[src/rtl/rca_pkg.sv]
// Shared helpers for the pipelined ripple-carry adder slice.
// Parameter legality and derived segment width live here.
package rca_pkg;

    function automatic bit rca_params_ok(input int width, input int stages);
        return (width >= 2) && (stages >= 1) && (stages <= width)
            && ((width % stages) == 0);
    endfunction

    function automatic int rca_seg_width(input int width, input int stages);
        return (stages > 0) ? (width / stages) : width;
    endfunction

endpackage

[src/rtl/full_adder.sv]
// Single-bit full adder cell, the unit of every ripple chain.
module full_adder (
    input  logic a,
    input  logic b,
    input  logic ci,
    output logic s,
    output logic co
);

    assign s  = a ^ b ^ ci;
    assign co = (a & b) | (ci & (a ^ b));

endmodule

[src/rtl/rca_segment.sv]
// W-bit ripple of full_adder cells; cmsb is the carry into the top bit.
module rca_segment
    import rca_pkg::*;
#(
    parameter int W = 32
) (
    input  logic [W-1:0] a,
    input  logic [W-1:0] b,
    input  logic         cin,
    output logic [W-1:0] sum,
    output logic         cout,
    output logic         cmsb
);

    (* keep = "true" *) logic [W:0] c;

    assign c[0] = cin;

    for (genvar i = 0; i < W; i++) begin : g_fa
        full_adder u_fa (
            .a  (a[i]),
            .b  (b[i]),
            .ci (c[i]),
            .s  (sum[i]),
            .co (c[i+1])
        );
    end

    assign cout = c[W];
    assign cmsb = c[W-1];

endmodule

[src/rtl/pipelined_rca_adder.sv]
// Ripple adder/subtractor cut into STAGES registered segments with
// operand skew and a whole-pipeline stall on backpressure.
module pipelined_rca_adder
    import rca_pkg::*;
#(
    parameter int WIDTH  = 128,
    parameter int STAGES = 4
) (
    input  logic             clk,
    input  logic             rst_n,
    input  logic             in_valid,
    output logic             in_ready,
    input  logic [WIDTH-1:0] a,
    input  logic [WIDTH-1:0] b,
    input  logic             cin,
    input  logic             sub,
    output logic             out_valid,
    input  logic             out_ready,
    output logic [WIDTH-1:0] sum,
    output logic             cout,
    output logic             ovf
);

    localparam int SEG = rca_seg_width(WIDTH, STAGES);

    if (!rca_params_ok(WIDTH, STAGES)) begin : g_bad_params
        $error("pipelined_rca_adder: illegal WIDTH/STAGES");
    end

    logic             en;
    logic             c0;
    logic [WIDTH-1:0] b_eff;
    logic             ovf_d;
    logic             ovf_q;

    assign en       = !out_valid || out_ready;
    assign in_ready = en;
    assign b_eff    = sub ? ~b : b;
    assign c0       = sub | cin;

    for (genvar k = 0; k < STAGES; k++) begin : g_st
        // Stage k still owns the operand slices k..STAGES-1.
        localparam int OPW = (STAGES - k) * SEG;
        localparam int SW  = (k + 1) * SEG;

        logic [OPW-1:0] src_a;
        logic [OPW-1:0] src_b;
        logic [SEG-1:0] seg_sum;
        logic           seg_cin;
        logic           seg_cout;
        logic           vin;
        logic           v_d, v_q;
        logic           c_d, c_q;
        logic [SW-1:0]  s_d, s_q;

        if (k == 0) begin : g_src
            assign src_a   = a;
            assign src_b   = b_eff;
            assign seg_cin = c0;
            assign vin     = in_valid;
            always_comb s_d = seg_sum;
        end else begin : g_src
            assign src_a   = g_st[k-1].g_hold.a_q;
            assign src_b   = g_st[k-1].g_hold.b_q;
            assign seg_cin = g_st[k-1].c_q;
            assign vin     = g_st[k-1].v_q;
            always_comb s_d = {seg_sum, g_st[k-1].s_q};
        end

        if (k == STAGES - 1) begin : g_seg
            logic seg_cmsb;
            rca_segment #(.W(SEG)) u_seg (
                .a    (src_a[SEG-1:0]),
                .b    (src_b[SEG-1:0]),
                .cin  (seg_cin),
                .sum  (seg_sum),
                .cout (seg_cout),
                .cmsb (seg_cmsb)
            );
            always_comb ovf_d = seg_cmsb ^ seg_cout;
        end else begin : g_seg
            logic cmsb_unused;
            rca_segment #(.W(SEG)) u_seg (
                .a    (src_a[SEG-1:0]),
                .b    (src_b[SEG-1:0]),
                .cin  (seg_cin),
                .sum  (seg_sum),
                .cout (seg_cout),
                .cmsb (cmsb_unused)
            );
        end

        if (k < STAGES - 1) begin : g_hold
            logic [OPW-SEG-1:0] a_d, a_q;
            logic [OPW-SEG-1:0] b_d, b_q;

            always_comb begin
                a_d = src_a[OPW-1:SEG];
                b_d = src_b[OPW-1:SEG];
            end

            always_ff @(posedge clk or negedge rst_n) begin
                if (!rst_n) begin
                    a_q <= '0;
                    b_q <= '0;
                end else if (en) begin
                    a_q <= a_d;
                    b_q <= b_d;
                end
            end
        end

        always_comb begin
            v_d = vin;
            c_d = seg_cout;
        end

        always_ff @(posedge clk or negedge rst_n) begin
            if (!rst_n) begin
                v_q <= 1'b0;
                c_q <= 1'b0;
                s_q <= '0;
            end else if (en) begin
                v_q <= v_d;
                c_q <= c_d;
                s_q <= s_d;
            end
        end
    end

    always_ff @(posedge clk or negedge rst_n) begin
        if (!rst_n) begin
            ovf_q <= 1'b0;
        end else if (en) begin
            ovf_q <= ovf_d;
        end
    end

    assign out_valid = g_st[STAGES-1].v_q;
    assign sum       = g_st[STAGES-1].s_q;
    assign cout      = g_st[STAGES-1].c_q;
    assign ovf       = ovf_q;

endmodule

[config.mk]
export PLATFORM = sky130hd
export DESIGN_NAME = pipelined_rca_adder
export DESIGN_NICKNAME = d
export VERILOG_FILES = /design/src/rtl/rca_pkg.sv /design/src/rtl/full_adder.sv /design/src/rtl/rca_segment.sv /design/src/rtl/pipelined_rca_adder.sv
export SDC_FILE = /design/constraint.sdc
export NUM_CORES = 2
export LEC_CHECK = 0
export ABC_AREA = 1
export CAP_MARGIN = 20
export CELL_PAD_IN_SITES_DETAIL_PLACEMENT = 1
export CELL_PAD_IN_SITES_GLOBAL_PLACEMENT = 1
export CORE_MARGIN = 2
export CORE_UTILIZATION = 40
export CTS_CLUSTER_DIAMETER = 200
export DETAILED_ROUTE_END_ITERATION = 8
export PLACE_DENSITY = 0.78
export SLEW_MARGIN = 20
export SYNTH_ARGS = -nofsm -noshare
export SYNTH_HDL_FRONTEND = slang
export SYNTH_SLANG_ARGS = --single-unit
[constraint.sdc]
create_clock -name clk -period 16.7 [get_ports clk]
set_input_delay 3.34 -clock clk [delete_from_list [all_inputs] [get_ports clk]]
set_output_delay 3.34 -clock clk [all_outputs]
set_load 0.02 [all_outputs]
==> summary.md <==
| Metric | Value |
|---|---|
| CTS Buf Count | `between 80 and 90` |
| Max cap viols | `0` |
| Floorplan die width | `about 280 µm` |
| Maximum vdd drop | `~110 µV` |
| Crit end category | `flop` |
| Crit path kind | `input pin to flop` |
| WP data arrival | `around 17 ns` |
| Clock sinks | `roughly 710` |
| Worst min-delay path class | `flop to flop` |
| Wire per inst | `16.1 µm` |
| Crit path top cell by count | `fa_1` |
| CP Max Fanout | `1` |
| Largest net degree at the start of global routing | `between 200 and 250` |
| Via count | `roughly 23000` |
| Setup violators final | `0` |
| Area Overhead vs Synth | `23.8%` |
| # DRC | `0` |
| Die height | `about 280 µm` |
| Syn Std Cell Area | `0.0308 mm²` |
| Syn_area_per_cell | `roughly 9.0 µm²` |
| CTS Root Buffer Type | `clkbuf_16` |
| Min Hold Slack | `0.453 ns` |
| First-pass GRT wire length | `roughly 130000 µm` |
| RSZ-0062 raised after global routing | `false` |
| H-tree levels | `3` |
| Final period util | `slightly below 100%` |
| CP delay by family, top | `adder cells` |
| Initial core utilization | `approximately two fifths` |
| Insertion delay to the later sink of the worst-skew pair | `about 0.63 ns` |
| Port Buf Inserts | `around 390` |
| Synth Instances | `between 3000 and 4000` |
| Initial DRC count | `around 1400` |
| Clk slew on worst S/H paths | `0.06 ns` |
| Overflow after GRT | `0` |
| Leakage power | `about 0.02 µW` |
| CP startpoint kind | `input pin` |
| WL final | `78300 µm` |
| Post-synth net total | `around 3800` |
| Final Util | `between 50% and 60%` |
| DRT Pass-1 Iters | `4` |
| Setup repair bufs after CTS | `0` |
| Fill count | `between 8000 and 9000` |
| Initial antenna violation count | `14` |
| Vias in the first global route | `around 24000` |
| PwrDens | `about 190 mW/mm²` |
| Slew Limit Fails | `0` |
| Post-route ant nets | `0` |
| Core area | `about 0.076 mm²` |
| Share of cells above drive strength 1 | `around 4.1%` |
| Final hold violation count | `0` |
| Worst rel slew slack | `approximately 25%` |
| Required @ worst endpoint | `roughly 17 ns` |
| CP bufs+invs | `2` |
| Final net count | `4148` |
| Placer Congestion | `about 0.84` |
| Vias per std cell | `roughly 4.7` |
| Reg2Reg Setup Slack | `just under 3 ns` |
| CTS Buffer Depth | `3` |
| Total Routing Usage GR | `between 20% and 30%` |
| Outcome | `finished, final reports clean` |
| YS warnings | `0` |
| # IOs | `roughly 390` |
| Crit-path slowest cell | `fa_1` |
| DP HPWL | `about 52000 µm` |
| Total die area | `between 0.07 and 0.08 mm²` |
| Rows | `between 100 and 150` |
| Final Critical Period | `~16 ns` |
| Measured slew at the worst slew-check pin | `about 1.1 ns` |
| CTS tree | `yes` |
| CP max stage delay | `around 0.5 ns` |
| Setup Skew | `between 0.02 and 0.03 ns` |
| Peak Freq | `61.4 MHz` |
## registers in the layout (all words and copies together), names as in the netlist
| name | count |
|---|---|
| g_st.g_hold.b_q | 192 |
| cout | 1 |
| g_st.g_hold.a_q | 192 |
| g_st.c_q | 3 |
| g_st.v_q | 3 |
| sum | 128 |
| g_st.s_q | 192 |
| ovf | 1 |
| out_valid | 1 |
## area by class of cell
type	instances	area (µm²)	area share, %
well taps	1030	1290	3.38
clock buffers	124	2430	6.37
inverters	182	688	1.80
clock inverters	23	339	0.888
flip-flops and latches	713	17800	46.8
diodes	4	10.0	0.0262
multi-input cells	2363	11400	29.9
repair buffers	417	4150	10.9
## cell usage in the layout, fill, tap and decap left out
master              n
inv_16              2
nand2_4             1
nand3_1            97
inv_2               1
bufinv_16           7
clkbuf_1           22
buf_4              21
inv_6               3
diode_2             4
clkinv_8            1
nor2_1              1
nand2_1          1972
o21ai_0           131
clkbuf_16          84
buf_6               2
buf_12              2
clkinv_2           11
clkbuf_8           18
fa_2                1
buf_8               1
inv_1             180
dfrtp_1           713
xnor2_1            32
fa_1              127
nor2_4              1
clkdlybuf4s50_1   391
## tightest hold or removal path: stages, from the launching register on
cell and delay [ns]:
dfrtp_1 0.32, inv_1 0.05, nand2_1 0.05
## report_power, final
| group | switching (µW) | internal [µW] |
|---|---|---|
| logic | 1440 | 1010 |
| clock network | 720 | 1120 |
| registers | 492 | 2500 |
| total | 2660 | 4630 |
## path summary, 6_finish.rpt
check	start	end	cells past startpoint
hold / removal	g_st[2].v_q	out_valid	2
setup reg to reg	g_st[1].c_q	g_st[2].s_q[95]	34
min in group asynchronous	rst_n	g_st[0].g_hold.a_q[11]	1
max in group asynchronous	rst_n	g_st[1].g_hold.b_q[30]	4
setup / recovery	a[0]	g_st[0].s_q[31]	35
hold reg to reg	g_st[2].v_q	out_valid	2
## layer usage
layer / GRT usage, % / share of wire (%)
met5: 0 / 0.17
met3: 4.65 / 4.7
met4: 6.94 / 3.1
met1: 26.2 / 43
met2: 33.8 / 49
## through the flow
stage | cells | area (µm²) | setup TNS [ns] | setup WS [ns] | power (µW)
floorplan | 3439 | 30800 | 0 | 0.361 | 4510
global placement | 4705 | 35400 | -0.00286 | -0.00286 | 5360
CTS | 4852 | 38100 | 0 | 0.338 | 7420
finish | 4856 | 38200 | 0 | 0.406 | 7290
detailed placement | 4705 | 35400 | -0.409 | -0.260 | 5510
global route | 4854 | 38200 | 0 | 0.0302 | 7900
## repair_timing
| item | 4_1_cts | 5_1_grt |
|---|---|---|
| setup endpoints to repair | 0 | 1 |
| hold buffers | 0 | 0 |
| resized for setup | 0 | 1 |
| hold endpoints to repair | 0 | 0 |
Power figures use the tool's default switching activity.
